**config.mk**
```make
export PLATFORM = sky130hd
export DESIGN_NAME = aes_op_sequencer
export DESIGN_NICKNAME = d
export VERILOG_FILES = /design/src/rtl/aes_op_sequencer.sv
export SDC_FILE = /design/constraint.sdc
export NUM_CORES = 1
export LEC_CHECK = 0
export ABC_AREA = 1
export BUFFER_PORTS_ARGS = -buffer_cell sky130_fd_sc_hd__buf_4
export CAP_MARGIN = 20
export CELL_PAD_IN_SITES_DETAIL_PLACEMENT = 1
export CELL_PAD_IN_SITES_GLOBAL_PLACEMENT = 1
export CORE_AREA = 2 2 304 306
export DETAILED_ROUTE_END_ITERATION = 16
export DIE_AREA = 0 0 306 308
export PLACE_DENSITY = 0.56
export SLEW_MARGIN = 5
export SYNTH_ARGS = -nofsm -noshare
export SYNTH_HDL_FRONTEND = slang
export SYNTH_SLANG_ARGS = --single-unit
```
**constraint.sdc**
```tcl
create_clock -name crypto_clk -period 1.35 [get_ports crypto_clk]
set_input_delay 0.135 -clock crypto_clk [delete_from_list [all_inputs] [get_ports crypto_clk]]
set_output_delay 0.135 -clock crypto_clk [all_outputs]
set_load 0.005 [all_outputs]
```
**src/rtl/aes_op_sequencer.sv**
```systemverilog
// rtl/aes_op_sequencer.sv - AES core operation sequencer (optional watchdog: AES_SEQ_WATCHDOG_EN)
module aes_op_sequencer #(
  parameter int pPT_WIDTH    = 128,
  parameter int pCT_WIDTH    = 128,
  parameter int pKEY_WIDTH   = 128,
  parameter int pRUN_TIMEOUT = 200
) (
  input  logic                  crypto_clk,
  input  logic                  reset_i,
  input  logic                  start_i,
  input  logic [pKEY_WIDTH-1:0] key_i,
  input  logic [pPT_WIDTH-1:0]  text_i,
  output logic                  ready_o,
  output logic                  busy_o,
  output logic                  done_o,
  output logic [pCT_WIDTH-1:0]  cipher_o,
  output logic [7:0]            cycles_o,
  output logic                  timeout_o,
  output logic                  trigger_o,
  output logic                  aes_load_o,
  output logic [pKEY_WIDTH-1:0] aes_key_o,
  output logic [pPT_WIDTH-1:0]  aes_data_o,
  input  logic [pCT_WIDTH-1:0]  aes_data_i,
  input  logic                  aes_busy_i
);

  typedef enum logic [2:0] {
    S_IDLE,
    S_LOAD,
    S_WAIT_BUSY,
    S_RUN,
    S_CAPTURE
  } state_t;

  state_t     state;
  logic [7:0] busy_cnt;
  logic [7:0] cnt_inc;

  // Next busy-cycle count, saturating at 255
  assign cnt_inc = (busy_cnt == 8'hFF) ? busy_cnt : busy_cnt + 8'd1;

`ifdef AES_SEQ_WATCHDOG_EN
  // The counter is 8 bits wide, so a larger limit behaves like 255
  localparam int         RUN_LIMIT_INT = (pRUN_TIMEOUT > 255) ? 255 : pRUN_TIMEOUT;
  localparam logic [7:0] RUN_LIMIT     = RUN_LIMIT_INT[7:0];

  logic [1:0] wait_cnt;
  logic       timeout_q;

  // Sticky abort flag comes straight from its register
  assign timeout_o = timeout_q;
`else
  // No watchdog: an operation can never abort
  assign timeout_o = 1'b0;
`endif

  // Operation FSM; results are registered on the edge that leaves RUN so that
  // done_o, cipher_o and cycles_o are presented together during CAPTURE
  always_ff @(posedge crypto_clk) begin
    if (reset_i) begin
      state      <= S_IDLE;
      busy_cnt   <= 8'd0;
      ready_o    <= 1'b1;
      busy_o     <= 1'b0;
      done_o     <= 1'b0;
      cipher_o   <= '0;
      cycles_o   <= 8'd0;
      trigger_o  <= 1'b0;
      aes_load_o <= 1'b0;
      aes_key_o  <= '0;
      aes_data_o <= '0;
`ifdef AES_SEQ_WATCHDOG_EN
      wait_cnt   <= 2'd0;
      timeout_q  <= 1'b0;
`endif
    end else begin
      done_o     <= 1'b0;
      aes_load_o <= 1'b0;
      case (state)
        S_IDLE: begin
          if (start_i) begin
            aes_key_o  <= key_i;
            aes_data_o <= text_i;
            busy_cnt   <= 8'd0;
`ifdef AES_SEQ_WATCHDOG_EN
            timeout_q  <= 1'b0;
`endif
            aes_load_o <= 1'b1;
            ready_o    <= 1'b0;
            busy_o     <= 1'b1;
            trigger_o  <= 1'b1;
            state      <= S_LOAD;
          end
        end
        S_LOAD: begin
          // aes_busy_i is not looked at while the load strobe is high
`ifdef AES_SEQ_WATCHDOG_EN
          wait_cnt <= 2'd0;
`endif
          state <= S_WAIT_BUSY;
        end
        S_WAIT_BUSY: begin
          if (aes_busy_i) begin
            busy_cnt <= cnt_inc;
            state    <= S_RUN;
          end
`ifdef AES_SEQ_WATCHDOG_EN
          else if (wait_cnt == 2'd3) begin
            timeout_q <= 1'b1;
            cycles_o  <= busy_cnt;
            done_o    <= 1'b1;
            ready_o   <= 1'b1;
            busy_o    <= 1'b0;
            trigger_o <= 1'b0;
            state     <= S_IDLE;
          end else begin
            wait_cnt <= wait_cnt + 2'd1;
          end
`endif
        end
        S_RUN: begin
          if (!aes_busy_i) begin
            cipher_o  <= aes_data_i;
            cycles_o  <= busy_cnt;
            done_o    <= 1'b1;
            trigger_o <= 1'b0;
            state     <= S_CAPTURE;
          end
`ifdef AES_SEQ_WATCHDOG_EN
          else if (cnt_inc >= RUN_LIMIT) begin
            busy_cnt  <= cnt_inc;
            timeout_q <= 1'b1;
            cycles_o  <= cnt_inc;
            done_o    <= 1'b1;
            ready_o   <= 1'b1;
            busy_o    <= 1'b0;
            trigger_o <= 1'b0;
            state     <= S_IDLE;
          end
`endif
          else begin
            busy_cnt <= cnt_inc;
          end
        end
        S_CAPTURE: begin
          ready_o <= 1'b1;
          busy_o  <= 1'b0;
          state   <= S_IDLE;
        end
        default: begin
          ready_o   <= 1'b1;
          busy_o    <= 1'b0;
          trigger_o <= 1'b0;
          state     <= S_IDLE;
        end
      endcase
    end
  end

endmodule
```
# Word level (Yosys, flattened, before mapping)
# Index checks and enable logic that the tools add are counted.
totals:
  regBits: 408
  in_bits: 388
  out_inout_bits: 398
  word_cells: 56
op_classes:
  add_sub_neg: 1
  eq_ne: 10
  mux: 16
  bitwise: 5
  n_reduce_logical: 13
ops:
  columns: ["cell", "count"]
  rows:
  - ["$mux 8", 3]
  - ["$pmux 8 s2", 1]
  - ["$pmux 3 s4", 1]
  - ["$mux 3", 3]
  - ["$add 8x1->8 const B", 1]
  - ["$eq 8x8->1 const B", 1]
  - ["$ne 2x2->1 const B", 4]
  - ["$eq 3x2->1 const B", 2]
  - ["$reduce_and 2->1", 3]
  - ["$reduce_and 3->1", 2]
  - ["$reduce_or 2->1", 3]
  - ["$reduce_or 3->1", 2]
  - ["$mux 1", 5]
  - ["$not 1->1", 5]
  - ["$pmux 1 s2", 2]
  - ["$reduce_and 4->1", 1]
  - ["$eq 3x1->1 const B", 1]
  - ["$eq 3x3->1 const B", 1]
  - ["$logic_not 3->1", 1]
  - ["$pmux 1 s3", 1]
  - ["$ne 2x1->1 const B", 1]
  - ["$reduce_bool 2->1", 1]

# Logic depth before layout (Yosys ltp)
logic_depth:
  ltp_word: 4
  mapped_depth: 9
  ltp_nobuf: 9

# Least setup slack after synthesis
# Ideal clock, no wire load.
synth_path:
  path_kind: "register to register"
  from: "reg state[0]"
  to: "reg aes_key_o[14]"
  setup_ns: 0.116
  arrival_time_ns: 1.191
  slack_ns: 0.043
  path_stages_with_launch: 8
  path_buffers: 3
  cell_sequence: "dfxtp_1 > nor2_1 > nand2_2 > buf_6 > buf_6 > buf_6 > o21ai_0 > nor2_1"
synth_between:
  elab_chain_cells: 2
synth_lines:
  columns: ["element", "line_no", "rtl"]
  rows:
  - ["from (decl)", "35", "state_t state;"]
  - ["from (signal assigned)", "61", "state <= S_IDLE;"]
  - ["from (signal assigned)", "92", "state <= S_LOAD;"]
  - ["from (signal assigned)", "100", "state <= S_WAIT_BUSY;"]
  - ["$logic_not 3->1", "79", "case (state)"]
  - ["$reduce_and 2->1 (no source line)", null, null]
  - ["to (signal assigned)", "82", "aes_key_o <= key_i;"]
  - ["to (decl)", "21", "output logic [pKEY_WIDTH-1:0] aes_key_o,"]
# Every way passes these cells.
# A chain may end at the register's enable or synchronous reset.

# Final worst setup path
layout_path:
  from: "reg state[0]"
  to: "reg aes_key_o[65]"
# Same word-level chain as after synthesis.

==> metrics <==
sw frac=between 20% and 30%; DP Area=around 22000 um2; All-Layer GR Usage=between 10% and 20%; core area=slightly above 90000 um2; CP Capture Type=flip-flop; Die H=308 um; Synth Cell Area=around 14000 um2; commonest cells in the netlist=802 x nor2_1, 408 x dfxtp_1, 352 x o21ai_0; Final Cycle Share=110%; post-route minimum period=around 1500 ps; Seq cells post-synth=about 400; global route overflow=0; distinct cell type count after synthesis=23; failing checks=negative setup slack; Final WS setup=-133 ps; Final Net Count=between 3000 and 4000; Final Max Slew Viols=0; Die W=between 300 and 400 um; Clock power frac=about 35%; Hold Fails Final Rpt=0; setup TNS=-13940 ps; count leader, synth=nor2_1; Final Cell Area=slightly below 30000 um2; CP startpoint kind=flip-flop; global-route wire length before repair=about 110000 um; vias per cell=approximately 4; num rows=111; TritonRoute pass-1 iters=4; Worst Hold Class=in2reg; Antenna Nets Post-Route=0; power per cell area=roughly 1400 nW/um2; Syn Area/Cell=7.85 um2; Top FF cell, synth=dfxtp_1; Syn Nets=~2200; largest net degree at the start of global routing=65; async set-reset flop share out of synthesis=0%; RSZ-0062 raised after global routing=yes; sequential-to-total area share from yosys stat=between 50% and 60%; share of layout cells above drive strength 1=between 30% and 40%; final setup violation count=about 310; worst hold slack=319 ps; Multi-input gate area=approximately 5700 um2; CP arrival=about 2000 ps; Max Cap Viol=0; Gate Count Post-Synth=roughly 1800; maximum fanout along the worst path=19; die area=94200 um2; Required @ worst endpoint=roughly 1800 ps; Peak supply drop=between 0.9 and 1 mV; fmax=slightly below 0.7 GHz; Core Util, Final=32.1%; Reg2Reg Depth=7; CTS sink cnt=around 410; Buffers on Ports=784; average routed wire per standard cell=~18 um; register area=roughly 8200 um2; Worst Skew=20.9 ps; YS warnings=0; vias in the first global route=17800; Top Ports=786; Cell Count, Final, Fillers Out=about 4300; combinational power share=29.1%; EDFF count, synth=0; fill count=between 10000 and 15000; Clock transition at path regs=~70 ps; Num CTS Buffers=50; DRC errors left=0; Inst Count DP=~3800; internal power=roughly 28000 uW; P_leak=around 0.013 uW; HPWL after DPL=just over 50000 um; Net Switching=around 12000 uW; outcome=finished, violations left; Initial Util=between 15 and 20%; gp weighted congestion=between 0.7 and 0.8; initial antenna violation count=6; initial DRC count=just under 700; register share of total power=between 30% and 40%; clock root buffer=clkbuf_16; CTS tree=built; Area Overhead vs Synth=104%; CP Class=reg2reg; WL final=about 76000 um; CTS max path bufs=3; WHS Path Cells=4; H-tree levels=2; area share of the largest cell type after synthesis=roughly 57%; Vias=approximately 17000; leading area contributor after synthesis=dfxtp_1; worst-skew pair later-pin latency=roughly 580 ps; Synth area leaders=dfxtp_1 57%, nor2_1 21%, o21ai_0 12%, buf_6 2.0%, clkbuf_1 1.8%
## layout by cell type (no fill, tap or decap), types with 2 or more instances in the layout
| master | synthesis | routed |
|---|---|---|
| inv_1 | 8 | 8 |
| nand2_8 | 0 | 2 |
| nor2_2 | 1 | 49 |
| nor2_1 | 802 | 748 |
| clkbuf_1 | 68 | 15 |
| nand2_2 | 3 | 2 |
| nand2_4 | 1 | 2 |
| inv_6 | 0 | 2 |
| buf_12 | 0 | 24 |
| clkinv_2 | 0 | 5 |
| nor2_4 | 0 | 6 |
| diode_2 | 0 | 5 |
| inv_8 | 0 | 2 |
| dfxtp_1 | 408 | 405 |
| clkinv_16 | 0 | 3 |
| nand3_1 | 10 | 10 |
| dfxtp_2 | 0 | 3 |
| nand2_1 | 36 | 34 |
| clkbuf_16 | 0 | 64 |
| dlygate4sd3_1 | 0 | 387 |
| o21ai_0 | 352 | 180 |
| o21ai_1 | 40 | 162 |
| clkbuf_8 | 0 | 11 |
| o21ai_2 | 0 | 49 |
| a21oi_1 | 14 | 14 |
| nor3_1 | 3 | 3 |
| buf_4 | 5 | 878 |
| buf_8 | 0 | 4 |
| buf_6 | 25 | 19 |
| bufinv_16 | 0 | 3 |
| buf_16 | 0 | 16 |
## repair_timing
item	CTS	global route
gates resized for setup	116	244
gates cloned	8	18
hold buffers	387	0
hold endpoints to repair	394	0
setup buffers	3	14
pin swaps	1	4
setup endpoints to repair	391	400
## final cells by class
| class | instances | area share (%) |
|---|---|---|
| Timing Repair Buffer | 1340 | 41.0 |
| Tap cell | 1186 | 5.08 |
| Clock inverter | 11 | 0.493 |
| Clock buffer | 79 | 5.26 |
| Timing Repair inverter | 2 | 0.159 |
| Antenna cell | 5 | 0.0429 |
| Multi-Input combinational cell | 1268 | 19.6 |
| Sequential cell | 408 | 28.0 |
| Inverter | 12 | 0.360 |
## layer usage
layer  track usage [%]  share of wire [%]  vias up
met5                 0                  0        -
met3              3.81                6.1      141
li1                  -                  -     8391
met4              5.76                3.7        0
met1              16.6                 41     7965
met2              25.7                 49      510
## critical path: stages (launching register included)
cell     delay, ps
dfxtp_2        330
nor2_2         130
buf_6          130
nand2_8        110
buf_16         200
buf_4          160
o21ai_0        210
nor2_1          60
## logic make-up after synthesis
kind of cell               count (synthesis)  share of synthesized area, %
other                                      1                        0.0263
AOI/OAI and AO/OA                        408                          14.3
and+or+nand+nor                          858                          22.8
DFF                                      408                          57.2
buffers and inverters                    144                          5.53
adders and majority gates                  1                        0.0876
## per-stage QoR
| step | total power [uW] | worst slack [ps] |
|---|---|---|
| final | 40500 | -133 |
| after global routing | 42900 | -193 |
| after CTS | 39900 | -121 |
| after detailed placement | 24200 | -353 |
| after global placement | 24100 | -391 |
| after floorplan | 18500 | 42.8 |
## power groups by stage
| stage | clock network [uW] | registers [uW] | logic (uW) |
|---|---|---|---|
| floorplan | 0 | 14900 | 3560 |
| global placement | 0 | 14900 | 9230 |
| detailed placement | 0 | 14900 | 9310 |
| CTS | 14500 | 14700 | 10800 |
| global route | 15000 | 14900 | 12900 |
| finish | 14000 | 14700 | 11800 |
## final timing paths
kind,slack (ps),startpoint,end
hold reg to reg,480,cipher_o[22]$_SDFFE_PP0P_,cipher_o[22]$_SDFFE_PP0P_
hold / removal,320,text_i[52],aes_data_o[52]$_SDFFE_PP0P_
setup / recovery,-130,state[0]$_SDFFE_PP0P_,aes_key_o[65]$_SDFFE_PP0P_
setup reg to reg,-130,state[0]$_SDFFE_PP0P_,aes_key_o[65]$_SDFFE_PP0P_
## flip-flops by register name, summed over array words and instances (netlist names)
name        count
aes_data_o    128
aes_key_o     128
aes_load_o      1
busy_cnt        8
busy_o          1
cipher_o      128
cycles_o        8
done_o          1
ready_o         1
state           3
trigger_o       1
No activity file was read; power rests on OpenSTA's default activity.
